## src/rtl/mem_mp.sv

```systemverilog
// Multi-port word memory with round-robin arbitration.
// One access per cycle is granted among the requesting ports. Writes use
// per-byte strobes; reads travel through an RD_LAT-deep pipeline tagged with
// the requesting port. Out-of-range accesses are accepted but only raise err.
module mem_mp #(
    parameter int WIDTH      = 8,
    parameter int DEPTH      = 16,
    parameter int ADDR_WIDTH = $clog2(DEPTH),
    parameter int NPORTS     = 2,
    parameter int RD_LAT     = 1
) (
    input  logic                           clk,
    input  logic                           res,
    input  logic [NPORTS-1:0]              valid,
    input  logic [NPORTS-1:0]              wr_rd,
    input  logic [NPORTS*ADDR_WIDTH-1:0]   addr,
    input  logic [NPORTS*WIDTH-1:0]        wdata,
    input  logic [NPORTS*(WIDTH/8)-1:0]    wstrb,
    output logic [NPORTS-1:0]              ready,
    output logic [NPORTS-1:0]              rvalid,
    output logic [NPORTS*WIDTH-1:0]        rdata,
    output logic [NPORTS-1:0]              err
);

    localparam int NB = WIDTH / 8;
    localparam int PW = (NPORTS > 1) ? $clog2(NPORTS) : 1;
    localparam int L  = RD_LAT - 1;

    logic [PW-1:0]         ptr;
    logic [NPORTS-1:0]     gnt;
    logic [PW-1:0]         gidx;
    logic                  acc;
    logic [ADDR_WIDTH-1:0] ga;
    logic                  gwr;
    logic [WIDTH-1:0]      gwd;
    logic [NB-1:0]         gst;
    logic                  in_range;

    logic [WIDTH-1:0]      mem [DEPTH];

    // Read pipeline: valid, port tag, out-of-range flag and sampled word.
    logic                  pv    [RD_LAT];
    logic [PW-1:0]         pport [RD_LAT];
    logic                  poor  [RD_LAT];
    logic [WIDTH-1:0]      pdata [RD_LAT];

    // Last word presented to each port, so rdata holds between strobes.
    logic [WIDTH-1:0]      hold  [NPORTS];

    // Round-robin pick: scan from the pointer, first requesting port wins.
    always_comb begin
        int      p;
        logic [PW-1:0] pi;
        gnt  = '0;
        gidx = '0;
        acc  = 1'b0;
        p    = 0;
        pi   = '0;
        for (int i = 0; i < NPORTS; i++) begin
            p  = (int'(ptr) + i) % NPORTS;
            pi = PW'(p);
            if (!acc && valid[pi]) begin
                acc      = 1'b1;
                gnt[pi]  = 1'b1;
                gidx     = pi;
            end
        end
    end

    // Mux out the granted port's request fields.
    always_comb begin
        ga       = addr[gidx*ADDR_WIDTH +: ADDR_WIDTH];
        gwr      = wr_rd[gidx];
        gwd      = wdata[gidx*WIDTH +: WIDTH];
        gst      = wstrb[gidx*NB +: NB];
        in_range = 32'(ga) < 32'(DEPTH);
    end

    assign ready = res ? '0 : gnt;

    // Pointer moves past the accepted port; holds when nothing is accepted.
    always_ff @(posedge clk or posedge res) begin
        if (res)
            ptr <= '0;
        else if (acc)
            ptr <= (int'(gidx) == NPORTS - 1) ? '0 : gidx + 1'b1;
    end

    // Byte-lane writes for in-range accepted writes; whole array clears on reset.
    always_ff @(posedge clk or posedge res) begin
        if (res) begin
            for (int d = 0; d < DEPTH; d++)
                mem[d] <= '0;
        end else if (acc && gwr && in_range) begin
            for (int b = 0; b < NB; b++)
                if (gst[b])
                    mem[ga][b*8 +: 8] <= gwd[b*8 +: 8];
        end
    end

    // Read pipeline: reads and any out-of-range access enter stage 0.
    always_ff @(posedge clk or posedge res) begin
        if (res) begin
            for (int s = 0; s < RD_LAT; s++) begin
                pv[s]    <= 1'b0;
                pport[s] <= '0;
                poor[s]  <= 1'b0;
                pdata[s] <= '0;
            end
        end else begin
            pv[0]    <= acc && (!gwr || !in_range);
            pport[0] <= gidx;
            poor[0]  <= !in_range;
            pdata[0] <= (acc && !gwr && in_range) ? mem[ga] : '0;
            for (int s = 1; s < RD_LAT; s++) begin
                pv[s]    <= pv[s-1];
                pport[s] <= pport[s-1];
                poor[s]  <= poor[s-1];
                pdata[s] <= pdata[s-1];
            end
        end
    end

    // Capture the presented word per port; out-of-range responses show zero.
    always_ff @(posedge clk or posedge res) begin
        if (res) begin
            for (int p = 0; p < NPORTS; p++)
                hold[p] <= '0;
        end else if (pv[L]) begin
            hold[pport[L]] <= poor[L] ? '0 : pdata[L];
        end
    end

    // Decode the final pipeline stage onto the per-port response outputs.
    always_comb begin
        rvalid = '0;
        err    = '0;
        rdata  = '0;
        for (int p = 0; p < NPORTS; p++)
            rdata[p*WIDTH +: WIDTH] = hold[p];
        if (pv[L]) begin
            if (poor[L]) begin
                err[pport[L]]                   = 1'b1;
                rdata[pport[L]*WIDTH +: WIDTH]  = '0;
            end else begin
                rvalid[pport[L]]                = 1'b1;
                rdata[pport[L]*WIDTH +: WIDTH]  = pdata[L];
            end
        end
    end

endmodule

```

## config.mk

```make
export PLATFORM = sky130hd
export DESIGN_NAME = mem_mp
export DESIGN_NICKNAME = d
export VERILOG_FILES = /design/src/rtl/mem_mp.sv
export SDC_FILE = /design/constraint.sdc
export NUM_CORES = 1
export LEC_CHECK = 0
export BUFFER_PORTS_ARGS = -buffer_cell sky130_fd_sc_hd__buf_2
export CAP_MARGIN = 20
export CORE_MARGIN = 2
export CORE_UTILIZATION = 60
export CTS_CLUSTER_DIAMETER = 100
export CTS_CLUSTER_SIZE = 25
export DETAILED_ROUTE_END_ITERATION = 8
export PLACE_DENSITY = 0.79
export SETUP_SLACK_MARGIN = 0.4
export SYNTH_ARGS = -nofsm -noshare
export SYNTH_HDL_FRONTEND = slang
export SYNTH_SLANG_ARGS = --single-unit
```

## constraint.sdc

```tcl
create_clock -name clk -period 5.9 [get_ports clk]
set_input_delay 0.59 -clock clk [delete_from_list [all_inputs] [get_ports clk]]
set_output_delay 0.59 -clock clk [all_outputs]
set_load 0.03 [all_outputs]
```

; Yosys cells after proc, flatten, opt, wreduce, memory -nomap -nowiden
; Index checks and enable logic that the tools add are counted.
[word_totals]
inputBits = 32
elab_cells = 88
reg_bits = 155
output_inout_bits = 22
[classes]
shift = 5
mux = 33
add_sub_neg = 3
bitwise_logic = 3
reduce_logical = 11
magnitude_cmp = 11
[ops]
columns = operator, n
row1 = $bwmux W128, 1
row2 = $mux W8, 5
row3 = $neg A4 Y34, 1
row4 = $shift A8 B34 Y16 const A, 1
row5 = $shiftx A8 B34 Y16, 1
row6 = $bmux W8 S4, 1
row7 = $bwmux W16, 2
row8 = $demux W8 S4, 1
row9 = $mux W16, 1
row10 = $shiftx A16 B5 Y8, 1
row11 = $mux W1, 14
row12 = $demux W8 S1, 1
row13 = $logic_and A1 B1 Y1, 8
row14 = $lt A1 B2 Y1 const B, 4
row15 = $mux W2, 4
row16 = $shiftx A8 B4 Y4, 1
row17 = $ge A5 B5 Y1 const B, 1
row18 = $lt A5 B1 Y1 const B, 1
row19 = $not A4 Y5, 1
row20 = $demux W1 S1, 3
row21 = $ge A1 B1 Y1 const B, 3
row22 = $add A1 B1 Y1 const B, 2
row23 = $ge A2 B2 Y1 const B, 1
row24 = $logic_not A1 Y1, 2
row25 = 5 further kinds, 5

; Longest topological paths before layout
[depth]
word_depth = 13
mapped_depth = 10
mapped_depth_nobuf = 7

; Worst setup path after synthesis
; No wires, ideal clock.
[synth_path]
path_type = input port to flip-flop
from = in valid[1]
to = reg mem[18] (netlist bit)
arrival_ns = 2.255
t_required_ns = 5.768
setup_time_ns = 0.132
setup_slack_ns = 3.513
n_path_buf = 4
path_stages = 10
cell_sequence = buf_6 > inv_4 > or3_4 > and2_4 > buf_6 > or4_4 > buf_6 > buf_6 > nand2_2 > o21ai_2
[synth_between]
elab_chain_cells = 13
word_cells_on_any_way = 24
cone_classes = 2 x order compare / 3 x shift / 13 x mux / 1 x bitwise / 5 x reduce/logical
[synth_rtl]
columns = element, line_no
row1 = from (decl), 14  ; input logic [NPORTS-1:0] valid,
row2 = $mux W1 (implied by the code) (2 in a row), 62  ; if (!acc && valid[pi]) begin
row3 = $mux W1, 62
row4 = $logic_not A1 Y1, 62
row5 = $logic_and A1 B1 Y1, 62
row6 = $mux W1, 62
row7 = $shiftx A8 B4 Y4, 72  ; ga = addr[gidx*ADDR_WIDTH +: ADDR_WIDTH];
row8 = $not A4 Y5 (implied by the code), 97  ; mem[ga][b*8 +: 8] <= gwd[b*8 +: 8];
row9 = $ge A5 B5 Y1 (implied by the code) or $lt A5 B1 Y1 (tied branches), 97
row10 = $logic_and A1 B1 Y1 (implied by the code), 97
row11 = $mux W8 (implied by the code), 97
row12 = $demux W8 S4, 97
row13 = $bwmux W128, 97
row14 = "to (signal, indexed assignment)", 97
row15 = to (decl), 39  ; logic [WIDTH-1:0] mem [DEPTH];
; Parallel ways exist; a longest one is shown, timed or not. The select of a mux whose other input is x is not followed.
; A chain may end at the register's enable or synchronous reset.

; Final worst setup path
[layout_path]
from = reg ptr
to = reg mem[91] (netlist bit)
[layout_between]
elab_chain_cells = 13
word_cells_on_any_way = 25
cone_classes = 1 x add/sub / 2 x order compare / 3 x shift / 13 x mux / 1 x bitwise / 5 x reduce/logical
[layout_rtl]
columns = element, line_no
row1 = from (decl), 29  ; logic [PW-1:0] ptr;
row2 = from (signal assigned), 86  ; ptr <= (int'(gidx) == NPORTS - 1) ? '0 : gidx + 1'b1;
row3 = $mux W1 (implied by the code) (2 in a row), 62
row4 = $mux W1, 62
row5 = $logic_not A1 Y1, 62
row6 = $logic_and A1 B1 Y1, 62
row7 = $mux W1, 62
row8 = $shiftx A8 B4 Y4, 72
row9 = $not A4 Y5 (implied by the code), 97
row10 = $ge A5 B5 Y1 (implied by the code) or $lt A5 B1 Y1 (tied branches), 97
row11 = $logic_and A1 B1 Y1 (implied by the code), 97
row12 = $mux W8 (implied by the code), 97
row13 = $demux W8 S4, 97
row14 = $bwmux W128, 97
; Parallel ways exist; a longest one is shown, timed or not. The select of a mux whose other input is x is not followed.

==> flow_summary.toml <==
[status]
status = "finished clean"

[synthesis]
syn_area_um2 = 7650
synth_area_per_cell_um2 = 10.1
synthCells = 760
ys_seq_area_share_pct = 50.7
synth-main-ff-cell = "dfrtp_1"
synth-edff-count = 0
ys_ff_latch = 155
yosysWarnings = 0
async_reset_ff_share_pct = 100
ys_types = 55

[global_route]
grt_max_degree = 95
grt_pass1_vias = 5957
track_usage_pct = 31.0
gr-total-overflow = 0
grt_pass1_wl_um = 31500
antenna_found_initial = 0

[clock_tree]
clock_sinks = 155
cts_buffer_depth = 2
cts_resized = 0
clk_latency_ns = 0.43
htreeDepth = 4
clk_pin_slew_ns = 0.06
cts_root_buffer = "clkbuf_16"
cts_hold_buf = 0
postCtsSetupBuffers = 0
cts_buffers = 17
tritoncts = "yes"

[floorplan]
core_area_um2 = 12500
die_y_um = 117
die-area_um2 = 13700
io-pin-count = 54
start_util_pct = 61.2
fp.dieW_um = 117
rows = 41

[sta]
setup_viol = 0
hold_viol_final = 0
whs_ns = 0.346
slew_headroom_pct = 28.6
fin_crit_ns = 2.99
rsz0062_at_grt = "false"
slew_viol_final = 0
period_share_pct = 50.8
fin_worst_skew_ns = 0.00968
max_freq_mhz = 334
tns_ns = 0
worstMarginPinSlew_ns = 1.07

[setup_path]
cp.depth = 8
cp_slowest_stage_delay_ns = 0.74
crit_path_end_kind = "register"
r2r_cells = 8
criticalPathCategory = "reg -> reg"
crit_chain = "nand2b_4, nand2_1, buf_4, nand2_2, buf_4, or4_1, nand2_1, o21ai_0"
cpMaxStageDelayCell = "or4_1"
cp-start-kind = "register"
critPathBufInv = 2
cp_top_family = "simple AND/OR/NAND/NOR gates"
required_ns = 6.19
worstPathMaxFanout = 47
worstPathArrival_ns = 3.29

[power]
leakage_nw = 4.08
power_density_nw_per_um2 = 403
ir_worst_vdd_uv = 279

[drt]
routed_via_density = 6.28
wire_per_inst_um = 20.3
routed_wl_um = 19500
vias = 6039
drc = 0
drtIter0Drc = 554
antenna_left = 0
drt_pass1_iterations = 5

[placement]
io_buffers = 51
hpwl_um = 13100
place_inst = 931
place.gp.congestion = 0.927

[finish]
seq_area_um2 = 3880
stdcell_count = 962
layout_common_cells = "dfrtp_1 (155), nand2_1 (87), a21oi_1 (74)"
diodes = 0
final_common_cell = "dfrtp_1"
n_fill_cell = 963
multi_input_area_um2 = 3400
syn_to_final_growth_pct = 10.8
drive_gt1_share_pct = 23.7
layout.nets = 811

[job]
maxCapViolCount = 0

[hold_path]
hp-class = "in -> async"
area by class of cell:
| cell class | instances | share of cell area, % |
|---|---|---|
| multi-input combinational | 532 | 40.0 |
| clock inverter | 7 | 1.06 |
| tap | 172 | 2.54 |
| sequential | 155 | 45.7 |
| inverter | 6 | 0.354 |
| clock buffer | 23 | 5.75 |
| timing repair buffer | 67 | 4.51 |
power breakdown:
group	switching, W	total [W]	internal, W
clock network	0.000412	0.00107	0.000660
logic	0.000459	0.000789	0.000330
registers	0.000193	0.00156	0.00136
total	0.00106	0.00342	0.00235
per-layer routing:
metal / up-vias / track usage [%] / wire length [um]
li1: 2759 / - / -
met1: 2960 / 39.6 / 7920
met2: 269 / 47.8 / 9220
met3: 51 / 12.0 / 1840
met4: 0 / 12.9 / 540
met5: - / 0 / 0
worst paths after layout:
| path | startpoint | end | slack (ns) |
|---|---|---|---|
| min in group clk | mem[93] | mem[93] | 0.48 |
| worst min register to register | mem[93] | mem[93] | 0.48 |
| worst max register to register | ptr | mem[91] | 2.91 |
| worst min-delay path | res | mem[113] | 0.35 |
| max in group asynchronous | res | mem[80] | 4.20 |
| worst max-delay path | ptr | mem[91] | 2.91 |
kinds of logic (layout without fill, tap and decap cells):
kind of cell | count (synthesis) | in the layout | share of synthesized area (%)
AO/OA/AOI/OAI | 237 | 237 | 20.2
buffers and inverters | 74 | 103 | 5.18
flip-flops | 155 | 155 | 50.7
multiplexers | 53 | 53 | 7.52
other | 1 | 2 | 0.0490
AND/OR/NAND/NOR | 240 | 240 | 16.3
state kept, by name, summed over array words and instances (netlist names):
name	flops
mem	128
hold	16
pdata	8
pport	1
ptr	1
pv	1
synth_stat cells (all sizes together), types with 2 or more instances:
cell type	n	area share, %
a22oi	4	0.39
dfrtp	155	51
and2	6	0.52
clkbuf	37	1.8
a311o	2	0.26
a21boi	4	0.49
o31a	3	0.34
inv	6	0.33
o22ai	2	0.16
or4	7	0.83
a211o	36	4.1
nor3	3	0.20
a211oi	3	0.29
o311ai	2	0.23
and3	41	3.4
a21o	2	0.20
a32oi	2	0.23
a31oi	2	0.16
nand2b	2	0.26
o21ai	87	6.8
a21oi	75	5.0
a311oi	2	0.23
buf	31	3.0
nand3	3	0.20
mux2i	17	2.2
nor2	60	3.0
mux2	36	5.3
nor4	14	2.1
a221o	7	0.92
nor2b	3	0.28
nand2	98	5.2
worst reg2reg max path, delay by kind of cell (launching register included):
| family | cells | cell delay, ns |
|---|---|---|
| AND/OR/NAND/NOR | 5 | 1.65 |
| buffers and inverters | 2 | 0.72 |
| flip-flops | 1 | 0.41 |
| AO/OA/AOI/OAI | 1 | 0.09 |
through the flow:
stage	power, W	instance area, um^2	setup slack [ns]	utilization, %
detailed placement	0.00234	7890	2.58	63.0
floorplan	0.00210	7660	1.13	-
global route	0.00360	8480	2.75	67.8
CTS	0.00342	8470	2.94	67.6
global placement	0.00229	7890	2.73	63.0
finish	0.00342	8480	2.91	67.8
(Power assumes the default switching activity.)
